$ cat src/rtl/mult_seq.sv
// Sequential radix-2 shift-add multiplier for MULT/MULTU; WIDTH iterations per product.
// Shares the start/busy/done handshake of the iterative divider. Signed operands are run as magnitudes and the sign is applied at the end.
module mult_seq #(
  parameter int WIDTH = 32
) (
  input  logic             clock,
  input  logic             reset,
  input  logic             start,
  input  logic             is_signed,
  input  logic [WIDTH-1:0] multiplicand,
  input  logic [WIDTH-1:0] multiplier,
  output logic [WIDTH-1:0] hi,
  output logic [WIDTH-1:0] lo,
  output logic             busy,
  output logic             done
);
  localparam int CW = $clog2(WIDTH);
  localparam logic [CW-1:0] LAST = CW'(WIDTH - 1);

  typedef enum logic {IDLE, RUN} state_t;

  state_t             state_q;
  logic [WIDTH:0]     acc_q;
  logic [WIDTH-1:0]   mq_q, mcand_q;
  logic               neg_q;
  logic [CW-1:0]      count_q;
  logic [WIDTH-1:0]   hi_q, lo_q;
  logic               done_q;

  logic [WIDTH-1:0]   mag_a_d, mag_b_d;
  logic [WIDTH:0]     sum_d;
  logic [2*WIDTH:0]   shift_d;
  logic [2*WIDTH-1:0] prod_d, res_d;

  // 0x80..0 negates to itself, which read unsigned is the correct magnitude.
  assign mag_a_d = (is_signed && multiplicand[WIDTH-1]) ? -multiplicand : multiplicand;
  assign mag_b_d = (is_signed && multiplier[WIDTH-1])   ? -multiplier   : multiplier;

  assign sum_d   = acc_q + (mq_q[0] ? {1'b0, mcand_q} : '0);
  assign shift_d = {sum_d, mq_q} >> 1;
  assign prod_d  = shift_d[2*WIDTH-1:0];
  assign res_d   = neg_q ? -prod_d : prod_d;

  always_ff @(posedge clock or negedge reset) begin
    if (!reset) begin
      state_q <= IDLE;
      acc_q   <= '0;
      mq_q    <= '0;
      mcand_q <= '0;
      neg_q   <= 1'b0;
      count_q <= '0;
      hi_q    <= '0;
      lo_q    <= '0;
      done_q  <= 1'b0;
    end else if (start) begin
      state_q <= RUN;
      mcand_q <= mag_a_d;
      mq_q    <= mag_b_d;
      neg_q   <= is_signed & (multiplicand[WIDTH-1] ^ multiplier[WIDTH-1]);
      acc_q   <= '0;
      count_q <= '0;
      done_q  <= 1'b0;
    end else begin
      done_q <= 1'b0;
      if (state_q == RUN) begin
        acc_q   <= shift_d[2*WIDTH:WIDTH];
        mq_q    <= shift_d[WIDTH-1:0];
        count_q <= count_q + 1'b1;
        // Final shift and result write share this edge.
        if (count_q == LAST) begin
          state_q      <= IDLE;
          {hi_q, lo_q} <= res_d;
          done_q       <= 1'b1;
        end
      end
    end
  end

  assign hi   = hi_q;
  assign lo   = lo_q;
  assign busy = (state_q == RUN);
  assign done = done_q;
endmodule
$ cat config.mk
export PLATFORM = sky130hd
export DESIGN_NAME = mult_seq
export DESIGN_NICKNAME = d
export VERILOG_FILES = /design/src/rtl/mult_seq.sv
export SDC_FILE = /design/constraint.sdc
export NUM_CORES = 1
export LEC_CHECK = 0
export ABC_AREA = 1
export ABC_CLOCK_PERIOD_IN_PS = 2700
export CORE_MARGIN = 3
export CORE_UTILIZATION = 43
export CTS_CLUSTER_DIAMETER = 100
export CTS_CLUSTER_SIZE = 10
export DETAILED_ROUTE_END_ITERATION = 8
export DONT_BUFFER_PORTS = 1
export GPL_TIMING_DRIVEN = 0
export SETUP_SLACK_MARGIN = 0.02
export SYNTH_ARGS = -nofsm -noshare
export SYNTH_HDL_FRONTEND = slang
export SYNTH_SLANG_ARGS = --single-unit
$ cat constraint.sdc
create_clock -name clock -period 2.7 [get_ports clock]
set_input_delay 0.27 -clock clock [delete_from_list [all_inputs] [get_ports clock]]
set_output_delay 0.27 -clock clock [all_outputs]
set_load 0.01 [all_outputs]
==> results of run 1 <==
-- report_power, final --
group	internal, mW	total, mW	switching (mW)	leakage, nW
logic	1.22	3.30	2.08	5.23
clock network	1.60	2.82	1.23	0.324
registers	2.75	3.01	0.262	2.08
-- worst max-delay path by stage --
stage / startpoint / to / cells after the start
detailed placement: mq_q[0] / hi[31] / 20
global route: mq_q[0] / hi[21] / 22
floorplan: mq_q[0] / hi[31] / 22
global placement: mq_q[0] / hi[29] / 23
CTS: mq_q[0] / hi[19] / 21
finish: mq_q[0] / hi[24] / 22
-- routing by layer --
metal	track usage (%)	wire length [um]	part of all wire, %
met1	36.1	19200	45
met2	43.7	19700	46
met3	4.09	2300	5.4
met4	9.20	1340	3.1
met5	0	0	0
-- through the flow --
stage,util (%),setup TNS [ns]
floorplan,-,0
global placement,45.6,-22.39
detailed placement,45.6,-24.54
CTS,51.1,-4.68
global route,52.9,-8.54
finish,52.9,-5.17
-- synth_stat cells (2+ instances only) --
cell type  instances
a21oi_1           48
a22o_1             3
a31oi_1            2
buf_1              2
buf_2              4
buf_4              4
clkbuf_1          42
clkinv_1           3
dfrtp_1          168
ha_1              37
inv_1            269
inv_2             11
nand2_1          635
nand2_2           37
nand3_1          123
nand3_2           14
nand3b_1           3
nand4_1           21
nor2_1           143
nor2_2            30
nor2_4             6
nor3_1            19
nor3_2             7
nor4_1             4
o211ai_1           3
o21ai_0          145
o21ai_1            6
o221ai_1          26
o22ai_1            2
o31ai_1            2
or2_2              5
xnor2_1           15
xor2_1            66
-- repair_timing --
action	CTS	global route
pin swaps	49	45
endpoints found under the hold margin	171	168
setup buffers	23	14
setup endpoints to repair	80	66
resized for setup	172	103
-- worst reg2reg max path, stage by stage (launching register included) --
cell and delay (ns):
dfrtp_2 0.50, buf_8 0.17, nand2_4 0.06, inv_4 0.04
ha_4 0.15, fa_2 0.45, nand2_1 0.09, nand3_1 0.08
nand3_2 0.10, nand2_4 0.09, nand2_4 0.10, nand2_8 0.07
nor2_4 0.13, nand2_2 0.08, nor2_2 0.11, nand2_1 0.08
nand2_2 0.10, nand2_4 0.08, nor2_4 0.15, nand2_1 0.07
nand2_1 0.08, nand3_2 0.09, nand2_2 0.07
-- cells by family after synthesis --
logic type	Yosys count	share of synthesized area (%)
AOI/OAI and AO/OA	244	10.8
xor gates and xnor gates	81	5.61
adders and majority gates	38	3.82
buffers and inverters	336	10.2
DFF	168	33.2
and+or+nand+nor	1054	36.3
-- registers in the layout, indices dropped and copies added, names as in the netlist --
| name | cells |
|---|---|
| hi | 32 |
| count_q | 5 |
| mcand_q | 32 |
| mq_q | 32 |
| lo | 32 |
| acc_q | 32 |
| busy | 1 |
| done | 1 |
| neg_q | 1 |
-- area by class of cell --
| class | instances | area [um2] | area share (%) |
|---|---|---|---|
| plain buffers | 52 | 254 | 1.66 |
| clock buffers | 17 | 425 | 2.79 |
| clock inverters | 15 | 233 | 1.52 |
| inverters | 283 | 1070 | 6.99 |
| multi-input cells | 1417 | 8290 | 54.3 |
| flip-flops and latches | 168 | 4210 | 27.5 |
| well taps | 384 | 480 | 3.15 |
| repair buffers | 39 | 315 | 2.07 |
==> metrics.yaml, run 1 <==
min_path_type: "in2async"
ir_drop_v: 0.000462
grt_overflow: 0
netlist_area_um2: 12700
cpLargestDelayFamily: "simple AND/OR/NAND/NOR gates"
synth-edff-count: 0
io_buffers: 0
drcViolationCount: 0
cts_buffer_depth: 2
async_flop_share_pct: 100
die_w_um: 178
synth_top_cell_by_area: "dfrtp_1"
wl_mm: 42.6
crit_path_max_fanout: 5
failed_checks: "negative hold slack, negative setup slack"
drt-initial-drc-count: 995
clock_latency_ns: 0.45
cts_tree: "built"
power_mw: 9.13
required_ns: 3.09
setup_viol: 26
numCtsBuffers: 17
cts_root_buf: "clkbuf_16"
insertedDiodeCount: 0
fp.coreArea_um2: 28900
mostFrequentLayoutCells: "nand2_1, inv_1, dfrtp_1"
pin_count: 134
slowest_stage: "dfrtp_2"
endpoint_kind: "flop"
drtPass1Iterations: 6
hold_viol: 168
place_congestion: 0.913
syn_inst: 1921
fin_hold_ws_ns: -0.476
r2r_end: "hi[24]"
die_y_um: 178
vias: 12500
skew_ns: 0.0158
grt_pass1_wl_mm: 65.7
ys.warnings.count: 0
dpl_cell_area_um2: 13200
rr_startpoint: "mq_q[0]"
dp.cells: 2305
antenna_left: 0
synth-main-ff-cell: "dfrtp_1"
worst_pin_slew_ns: 0.787
wl_per_cell_um: 17.9
slew_headroom_pct: 47.5
cp-start-kind: "flop"
fin_crit_ns: 3.00
dp_hpwl_mm: 32.7
p_per_area_nw_per_um2: 598
syn_area_per_cell_um2: 6.59
grtUsageTotal_pct: 26.7
clk_pin_slew_worst_paths_ns: 0.08
dp_slack_ns: -0.733
htree_levels: 4
cp_cell_sequence: "buf_8, nand2_4, inv_4, ha_4, fa_2, nand2_1, nand3_1, nand3_2, nand2_4, nand2_4, nand2_8, nor2_4, nand2_2, nor2_2, nand2_1, nand2_2, nand2_4, nor2_4, nand2_1, nand2_1, nand3_2, nand2_2"
fillers: 2908
status: "finished, violations left"
synth_nets: 2027
worstSetupPathType: "reg2reg"
antenna_found_initial: 0
ys_types: 49
nNetsFinal: 2084
start_util_pct: 43.8
synthTopCellsByArea: "dfrtp_1, nand2_1, inv_1, o21ai_0, nand3_1"
grt_max_degree: 169
cpPeakStageDelay_ns: 0.50
rrSetupSlack_ns: -0.30
finalCritPeriodShare_pct: 111
drive_gt1_share_pct: 18.5
rsz0062_at_grt: "true"
clock_sinks: 168
final_common_cell: "nand2_1"
fmax_ghz: 0.333
fin_cells: 2375
worstPathArrival_ns: 3.39
grt_pass1_vias: 12000
reg2regPathDepth: 22
vias_per_cell: 5.26
max-cap-violations: 0
yosys.area.top_type_share_pct: 33.2
power.leakage_nw: 7.63
ctsHoldBuffers: 3
report.final.slew_viol_count: 0
syn_to_final_growth_pct: 20.7
worst-path-buf-inv: 2
std_cell_rows: 62
ys_ff_latch: 168
die_area_um2: 31500
finalWorstSetupSlack_ns: -0.303
fin_area_um2: 15300
ys_seq_area_share_pct: 33.2
(Power assumes the default switching activity.)
==> run 2: changes to the inputs <==
- REMOVE_ABC_BUFFERS: unset -> 1
==> run 2 against run 1 <==
- the run still ends with negative hold slack, negative setup slack left
- via count fell by 0.95%
- largest power group unchanged
- critical path depth fell by 6
- routed wire length fell by 4.6%
==> metrics.yaml, run 2 (synthesized netlist as in run 1, its figures left out) <==
grt_max_degree: 169  # unchanged
worst_pin_slew_ns: 1.19  # +0.398 ns
rrSetupSlack_ns: -0.36  # -0.05 ns
setup_viol: 29  # +12%
power.leakage_nw: 7.46  # -2.2%
dp_hpwl_mm: 28.6  # -12%
r2r_end: "hi[28]"
report.final.slew_viol_count: 0  # unchanged
syn_to_final_growth_pct: 18.8
drt-initial-drc-count: 980  # -1.5%
clock_latency_ns: 0.44  # about the same
startpoint: "mq_q[0]"
wl_per_cell_um: 17.4  # -2.8%
std_cell_rows: 62  # unchanged
die_area_um2: 31500  # unchanged
p_per_area_nw_per_um2: 582  # -2.7%
drive_gt1_share_pct: 19.1  # +0.56 points
drcViolationCount: 0  # unchanged
clock_sinks: 168  # unchanged
cts_buffer_depth: 2  # unchanged
die_y_um: 178  # unchanged
ir_drop_v: 0.000331  # -28%
finalCritPeriodShare_pct: 113  # +2.0 points
nNetsFinal: 2041  # -2.1%
grt_pass1_vias: 11800  # -1.6%
antenna_found_initial: 0  # unchanged
drtPass1Iterations: 8  # +2
fmax_ghz: 0.327  # -1.8%
reg2regPathDepth: 16  # -27%
skew_ns: 0.0134  # -0.00237 ns
hold_viol: 168  # unchanged
io_buffers: 0  # unchanged
pin_count: 134  # unchanged
worstPathArrival_ns: 3.39  # about the same
min_path_type: "in2async"
fin_cells: 2332  # -1.8%
cts_root_buf: "clkbuf_16"
dp.cells: 2254  # -2.2%
grt_pass1_wl_mm: 62.0  # -5.6%
endpoint_kind: "flop"
rsz0062_at_grt: "true"
fin_crit_ns: 3.06  # +0.0541 ns
crit_end: "hi[28]"
insertedDiodeCount: 0  # unchanged
die_w_um: 178  # unchanged
required_ns: 3.03  # -0.06 ns
cp_cell_sequence: "nand2_2, inv_2, ha_4, fa_2, xnor2_4, nand2_2, nor3_2, nand3_2, nor2_4, nand2_2, nand2_4, nand2_4, nor2_4, nand3_2, nand3_1, nand2_1"
max-cap-violations: 0  # unchanged
mostFrequentLayoutCells: "nand2_1, inv_1, dfrtp_1"
cts_tree: "built"
slowest_stage: "dfrtp_4"
start_util_pct: 43.8  # unchanged
antenna_left: 0  # unchanged
crit_path_max_fanout: 8  # +3
cpPeakStageDelay_ns: 0.57  # +0.07 ns
ctsHoldBuffers: 4  # +1
final_common_cell: "nand2_1"
cp-start-kind: "flop"
rr_startpoint: "mq_q[0]"
vias: 12400  # -0.95%
grt_overflow: 0  # unchanged
vias_per_cell: 5.30  # +0.87%
fin_util_pct: 52.1  # -0.80 points
slew_headroom_pct: 21.0  # -27 points
failed_checks: "negative hold slack, negative setup slack"
wl_mm: 40.6  # -4.6%
worstSetupPathType: "reg2reg"
grtUsageTotal_pct: 25.0  # -1.7 points
finalWorstSetupSlack_ns: -0.357  # -0.0541 ns
htree_levels: 4  # unchanged
place_congestion: 0.923  # +1.1%
fp.coreArea_um2: 28900  # unchanged
numCtsBuffers: 17  # unchanged
status: "finished, violations left"
fin_hold_ws_ns: -0.478  # -0.00205 ns
cpMostUsedCell: "nand2_2"
clk_pin_slew_worst_paths_ns: 0.08  # about the same
==> run 2: routing by layer <==
metal / global-route usage, % / wire [um]
met5: 0 / 0
met4: 7.30 / 896
met3: 5.91 / 3020
met2: 40.1 / 18900
met1: 33.7 / 17800
==> run 2: timing repair <==
action | in CTS | in global routing
gates cloned | 0 | 3
buffers inserted | 18 | 21
setup endpoints to repair | 90 | 52
pin swaps | 35 | 55
endpoints found under the hold margin | 182 | 168
gates resized for setup | 112 | 160
==> run 2: critical path, delay by kind of cell, from the launching register on <==
| family | cells | cell delay [ns] |
|---|---|---|
| DFF | 1 | 0.57 |
| buffers and inverters | 1 | 0.05 |
| xor gates and xnor gates | 1 | 0.31 |
| adders and majority gates | 2 | 0.62 |
| and+or+nand+nor | 12 | 1.43 |
==> run 2: final cells by class <==
cell class                 count  area (um2)
timing repair buffer          46         440
clock inverter                 8        86.3
tap                          384         480
inverter                     283        1080
fill                        2902       13800
timing repair inverter         2        10.0
clock buffer                  24         502
sequential                   168        4210
multi-input combinational   1417        8230
==> run 2: worst min-delay path by stage <==
stage / slack [ns] / end / cells after the start
3_5_place_dp: -0.02 / hi[22] / 0
4_1_cts: -0.50 / acc_q[26] / 0
6_report: -0.48 / hi[14] / 0
3_3_place_gp: -0.02 / acc_q[30] / 0
5_1_grt: -0.49 / acc_q[28] / 0
2_1_floorplan: -0.03 / acc_q[0] / 0
==> run 2: power by group <==
| part | leakage (nW) | total (mW) | switching (mW) | internal, mW |
|---|---|---|---|---|
| combinational | 5.11 | 3.26 | 2.03 | 1.23 |
| clock | 0.275 | 2.48 | 1.08 | 1.40 |
| sequential | 2.08 | 3.02 | 0.263 | 2.75 |
==> run 2: stage by stage <==
step	total power, mW	area, um2	hold slack [ns]	TNS [ns]	setup WS (ns)
6_report	8.75	15000	-0.478	-6.36	-0.357
5_1_grt	9.24	15000	-0.493	-10.06	-0.453
4_1_cts	8.25	14200	-0.495	-5.39	-0.310
3_5_place_dp	5.42	13000	-0.0206	-81.42	-1.25
3_3_place_gp	5.39	12900	-0.0212	-226.62	-2.42
2_1_floorplan	4.75	12400	-0.0256	-26.19	-0.438
